--- src/rtl/timer_pkg.sv ---
// Shared types and constants for the countdown timer.
// Optional pause input is enabled by defining TIMER_PAUSE_EN.
package timer_pkg;

   // Top-level timer states; busy is asserted only in RUN.
   typedef enum logic [1:0] {
      IDLE = 2'd0,
      RUN  = 2'd1,
      DONE = 2'd2
   } timer_state_e;

   // Mode encoding sampled on start.
   localparam logic MODE_ONESHOT  = 1'b0;
   localparam logic MODE_PERIODIC = 1'b1;

   // Default widths for the main counter and the prescaler reload value.
   localparam int unsigned TIMER_WIDTH_DEF = 16;
   localparam int unsigned PRESC_W_DEF     = 8;

endpackage : timer_pkg

--- src/rtl/timer_prescaler.sv ---
// Prescaler for the countdown timer: emits a tick every presc_val+1 enabled
// clocks. The reload strobe loads both the running count and the captured
// reload value, and suppresses the tick on that edge.
module timer_prescaler
   import timer_pkg::*;
#(
   parameter int unsigned PRESC_W = PRESC_W_DEF
) (
   input  logic               clk,
   input  logic               clr_b,
   input  logic               enable,
   input  logic               reload,
   input  logic [PRESC_W-1:0] presc_val,
   output logic               tick
);

   logic [PRESC_W-1:0] cnt_q, cnt_d;
   logic [PRESC_W-1:0] rld_q, rld_d;

   // Next-state: reload wins, otherwise count down and wrap to the captured value.
   always_comb begin
      cnt_d = cnt_q;
      rld_d = rld_q;
      tick  = 1'b0;
      if (reload) begin
         cnt_d = presc_val;
         rld_d = presc_val;
      end else if (enable) begin
         if (cnt_q == '0) begin
            tick  = 1'b1;
            cnt_d = rld_q;
         end else begin
            cnt_d = cnt_q - 1'b1;
         end
      end
   end

   // Prescaler storage, cleared asynchronously.
   always_ff @(posedge clk or negedge clr_b) begin
      if (!clr_b) begin
         cnt_q <= '0;
         rld_q <= '0;
      end else begin
         cnt_q <= cnt_d;
         rld_q <= rld_d;
      end
   end

endmodule : timer_prescaler

--- src/rtl/countdown_timer.sv ---
// Programmable down-counting timer with prescaler, one-shot and periodic
// modes, a registered one-cycle expiry pulse and a sticky interrupt flag.
// Define TIMER_PAUSE_EN to add the pause input, which freezes both counters
// while running.
module countdown_timer
   import timer_pkg::*;
#(
   parameter int unsigned WIDTH   = TIMER_WIDTH_DEF,
   parameter int unsigned PRESC_W = PRESC_W_DEF
) (
   input  logic               clk,
   input  logic               clr_b,
   input  logic [WIDTH-1:0]   load_val,
   input  logic [PRESC_W-1:0] presc_val,
   input  logic               mode,
   input  logic               start,
   input  logic               stop,
   input  logic               irq_ack,
`ifdef TIMER_PAUSE_EN
   input  logic               pause,
`endif
   output logic [WIDTH-1:0]   count,
   output logic               busy,
   output logic               expired,
   output logic               irq
);

   timer_state_e     state_q, state_d;
   logic [WIDTH-1:0] count_q, count_d;
   logic [WIDTH-1:0] load_q, load_d;
   logic             mode_q, mode_d;
   logic             expired_q, expired_d;
   logic             irq_q, irq_d;

   logic             start_ok;
   logic             run_en;
   logic             presc_reload;
   logic             tick;

   // A start is only honoured with a non-zero load value and no coincident stop.
   assign start_ok = start && !stop && (load_val != '0);

`ifdef TIMER_PAUSE_EN
   assign run_en = (state_q == RUN) && !pause;
`else
   assign run_en = (state_q == RUN);
`endif

   timer_prescaler #(
      .PRESC_W (PRESC_W)
   ) u_presc (
      .clk       (clk),
      .clr_b     (clr_b),
      .enable    (run_en),
      .reload    (presc_reload),
      .presc_val (presc_val),
      .tick      (tick)
   );

   // FSM next-state, main counter and irq update.
   always_comb begin
      state_d      = state_q;
      count_d      = count_q;
      load_d       = load_q;
      mode_d       = mode_q;
      expired_d    = 1'b0;
      irq_d        = irq_q && !irq_ack;
      presc_reload = 1'b0;

      unique case (state_q)
         IDLE, DONE: begin
            if (start_ok) begin
               state_d      = RUN;
               count_d      = load_val;
               load_d       = load_val;
               mode_d       = mode;
               presc_reload = 1'b1;
            end
         end

         RUN: begin
            if (stop) begin
               // Abort: count freezes where it is.
               state_d = IDLE;
            end else if (start_ok) begin
               // Restart takes precedence over a coincident tick.
               count_d      = load_val;
               load_d       = load_val;
               mode_d       = mode;
               presc_reload = 1'b1;
            end else if (run_en && tick) begin
               if (count_q > WIDTH'(1)) begin
                  count_d = count_q - WIDTH'(1);
               end else if (count_q == WIDTH'(1)) begin
                  expired_d = 1'b1;
                  irq_d     = 1'b1;
                  if (mode_q == MODE_PERIODIC) begin
                     count_d = load_q;
                  end else begin
                     count_d = '0;
                     state_d = DONE;
                  end
               end
            end
         end

         default: begin
            state_d = IDLE;
         end
      endcase
   end

   // Timer state registers, cleared asynchronously.
   always_ff @(posedge clk or negedge clr_b) begin
      if (!clr_b) begin
         state_q   <= IDLE;
         count_q   <= '0;
         load_q    <= '0;
         mode_q    <= MODE_ONESHOT;
         expired_q <= 1'b0;
         irq_q     <= 1'b0;
      end else begin
         state_q   <= state_d;
         count_q   <= count_d;
         load_q    <= load_d;
         mode_q    <= mode_d;
         expired_q <= expired_d;
         irq_q     <= irq_d;
      end
   end

   assign count   = count_q;
   assign busy    = (state_q == RUN);
   assign expired = expired_q;
   assign irq     = irq_q;

endmodule : countdown_timer

--- config.mk ---
export PLATFORM = sky130hd
export DESIGN_NAME = countdown_timer
export DESIGN_NICKNAME = d
export VERILOG_FILES = /design/src/rtl/timer_pkg.sv /design/src/rtl/timer_prescaler.sv /design/src/rtl/countdown_timer.sv
export SDC_FILE = /design/constraint.sdc
export NUM_CORES = 1
export LEC_CHECK = 0
export ABC_AREA = 1
export CAP_MARGIN = 25
export CORE_UTILIZATION = 33
export DETAILED_ROUTE_END_ITERATION = 8
export GPL_TIMING_DRIVEN = 1
export PLACE_DENSITY = 0.51
export SETUP_SLACK_MARGIN = 0.15
export SLEW_MARGIN = 5
export SYNTH_ARGS = -nofsm -noshare
export SYNTH_HDL_FRONTEND = slang
export SYNTH_SLANG_ARGS = --single-unit
export TNS_END_PERCENT = 1
--- constraint.sdc ---
create_clock -name clk -period 1.9 [get_ports clk]
set_clock_uncertainty 0.05 [all_clocks]
set_input_delay 0.285 -clock clk [delete_from_list [all_inputs] [get_ports clk]]
set_output_delay 0.285 -clock clk [all_outputs]
set_load 0.02 [all_outputs]
==> metrics.md <==
| Metric | Value |
|---|---|
| Status | `completed` |
| I/O pin count | `49` |
| CTS root buf | `clkbuf_8` |
| Post-Synthesis Cells | `472` |
| Commonest cells after routing, fill and taps aside | `172 x nand2_1, 52 x buf_4, 51 x dfrtp_1` |
| Max incr delay on CP | `600 ps` |
| Mapped Nets | `506` |
| Crit end category | `output port` |
| Routed WL per cell | `between 10 and 15 um` |
| Comb pwr share | `0.608` |
| WS Path Type | `reg -> out` |
| Clk slew on worst S/H paths | `about 110 ps` |
| Slew Viols, Final | `0` |
| R2R cell count | `9` |
| Critical Path Start Type | `flip-flop` |
| Crit share post-route | `0.9469` |
| Antenna Diode Count | `0` |
| Vias in the first global route | `3,098` |
| VDD IR max | `0.6040 mV` |
| RSZ-0062 raised after global routing | `yes` |
| Rows | `36` |
| WP depth | `2` |
| Sequential share of the synthesized area | `0.3945` |
| Switching portion of total power | `0.4649` |
| EDFF count, synth | `0` |
| Worst-path maximum fanout | `3` |
| Cell-internal power | `between 3 and 4 mW` |
| Drt first pass iters | `4` |
| Final Util | `0.4729` |
| MaxCap Viol Count | `0` |
| Largest net degree at the start of global routing | `54` |
| H-Tree Depth | `2` |
| Core box area | `0.009819 mm^2` |
| Post-Syn Area per Cell | `7.123 um^2` |
| GRT Resource Usage Total | `0.1872` |
| LEAKAGE | `2.406 nW` |
| Worst skew pair latency | `approximately 320 ps` |
| Nets | `604` |
| First-pass GRT wire length | `15,000 um` |
| Initial core utilization | `0.3424` |
| Die area | `about 0.011 mm^2` |
| Pre-CTS WS | `-302.4 ps` |
| DRC violations left | `0` |
| Remaining global-route overflow | `0` |
| Height of the die | `between 100 and 150 um` |
| Worst path bufs/invs | `2` |
| Final Hold Fails | `0` |
| DR vias | `around 3,300` |
| Flop2flop setup slack | `roughly 140 ps` |
| Total CTS buffers | `5` |
| Routability Congestion | `0.7972` |
| CP top delay family | `buffers and inverters` |
| Hold depth | `3` |
| Via/cell ratio | `4.624` |
| Antenna viol nets, final | `0` |
| Initial antenna violation count | `0` |
| Pwr dens | `1382 mW/mm^2` |
| Yosys cell types | `37` |
| Most common cell after layout, fill and taps aside | `nand2_1` |
| Yosys warns | `0` |
| Finished Cell Area | `approximately 0.0046 mm^2` |
| Final WL | `approximately 9600 um` |
| Placed cell count | `between 600 and 700` |
| Req. time, crit path | `1560 ps` |
| FFs w/ async S/R, synth | `1.000` |
| Final Critical Period | `about 1800 ps` |
| Hpwl dp | `roughly 7000 um` |
| Relative slew slack | `0.7329` |
| I/O Buffers | `48` |
| P&R area growth vs syn | `38.11%` |
| Syn Std Cell Area | `0.003362 mm^2` |
| Max frequency | `around 0.56 GHz` |
| Synth Flop Type | `dfrtp_1` |
| Worst path cell trace | `buf_4, clkdlybuf4s50_1` |
| Clock tree buffer depth | `2` |
| Setup violators final | `0` |
| Sequential share of power | `0.283` |
| CTS Sinks | `53` |
| DRT iter0 DRCs | `around 160` |
| Ratio of cells with drive above 1 in the final layout | `0.2049` |
| Setup ws final | `between 100 and 150 ps` |
| Clk pwr share | `0.109` |
| Area post-placement | `about 0.0044 mm^2` |
| Slowest CP cell | `clkdlybuf4s50_1` |
| CTS tree | `yes` |
| Finished Layout Cells | `704` |
| HP Class | `in -> reg` |
| Seq cells post-synth | `53` |
| Post-route setup TNS | `0 ps` |
| Arrival time worst endpoint | `between 1000 and 1500 ps` |
| Worst-Margin Slew | `roughly 400 ps` |
| NetSw | `between 2 and 3 mW` |
| Die X | `102.9 um` |
[kinds of logic (layout without fill, tap and decap cells)]
logic type / Yosys count / in the layout / share of synthesized area
AND/OR/NAND/NOR: 260 / 260 / 0.3320
AO/OA/AOI/OAI: 74 / 75 / 0.1344
buffers and inverters: 68 / 166 / 0.09043
flip-flops: 53 / 53 / 0.3945
XOR/XNOR: 13 / 13 / 0.03387
adder cells (fa/ha/maj): 4 / 4 / 0.01489
[state kept, by name, indices dropped and copies added (netlist names)]
signal	flops
load_q	16
irq	1
u_presc.cnt_q	8
mode_q	1
u_presc.rld_q	8
state_q	2
count	16
expired	1
[routing by layer]
layer  wire (um)  track usage  part of all wire
met1        4689       0.2518              0.49
met3         289      0.02644             0.030
met2        4497       0.3159              0.47
met5           0            0                 0
met4          97      0.04875             0.010
[timing repair]
item	CTS	global route
cloned	0	1
endpoints found under the hold margin	53	0
endpoints found under the setup margin	42	45
hold buffers	1	0
pin swaps	2	15
resized for setup	19	32
buffers inserted	0	5
[layout make-up]
| class | instances | area (um^2) |
|---|---|---|
| clock buffers | 5 | 68.82 |
| clock inverters | 3 | 25.02 |
| fillers | 1038 | 5176 |
| inverters | 51 | 198.9 |
| multi-input cells | 352 | 1862 |
| flip-flops and latches | 53 | 1329 |
| well taps | 133 | 166.4 |
| repair buffers | 107 | 993.5 |
[final timing paths]
check / startpoint / endpoint
max in group asynchronous: clr_b / count[0]
min in group asynchronous: clr_b / u_presc.rld_q[2]
setup / recovery: count[0] / count[0]
hold reg to reg: u_presc.rld_q[0] / u_presc.rld_q[0]
hold / removal: load_val[8] / load_q[8]
setup reg to reg: count[10] / count[10]
[worst reg2reg max path, cell delays in order (launching register included)]
cell and delay (ps):
dfrtp_1 390, nor2_1 160, nand2_1 130, nor2_4 210, nand2_4 110, o21ai_4 200, nand2_4 110, o211ai_4 190
nand2_1 90, nand2_1 80
[power by group through the flow]
stage	clock, mW	combinational [mW]	sequential, mW
detailed placement	0	3.72	1.81
floorplan	0	2.14	2.04
finish	0.702	3.90	1.82
global route	0.776	4.33	1.87
CTS	0.736	3.64	1.80
global placement	0	3.69	1.81
[Yosys cell counts (2+ instances only)]
cell type	n	share of area
nand4_1	3	0.0056
buf_6	3	0.010
o21ai_1	12	0.018
nor2_1	41	0.046
nand2_2	4	0.0074
xnor2_1	2	0.0052
o21ai_0	39	0.058
clkbuf_1	7	0.0078
inv_1	45	0.050
nor2_4	3	0.010
nand3_1	23	0.034
dfrtp_1	53	0.39
xor2_1	11	0.029
buf_2	4	0.0060
nor2_2	2	0.0037
buf_4	2	0.0045
inv_2	5	0.0056
a21oi_4	2	0.0097
nand2_4	2	0.0067
a31oi_1	5	0.0093
a21oi_1	4	0.0060
o211ai_1	8	0.018
ha_1	4	0.015
nand2_1	175	0.20
[through the flow]
step                power (mW)  hold WS, ps
CTS                      6.177        449.6
floorplan                4.180       -60.59
finish                   6.419        269.3
global route             6.977        294.5
global placement         5.506        259.9
detailed placement       5.528        265.4
Note: power is estimated with default switching activity, not from simulation.
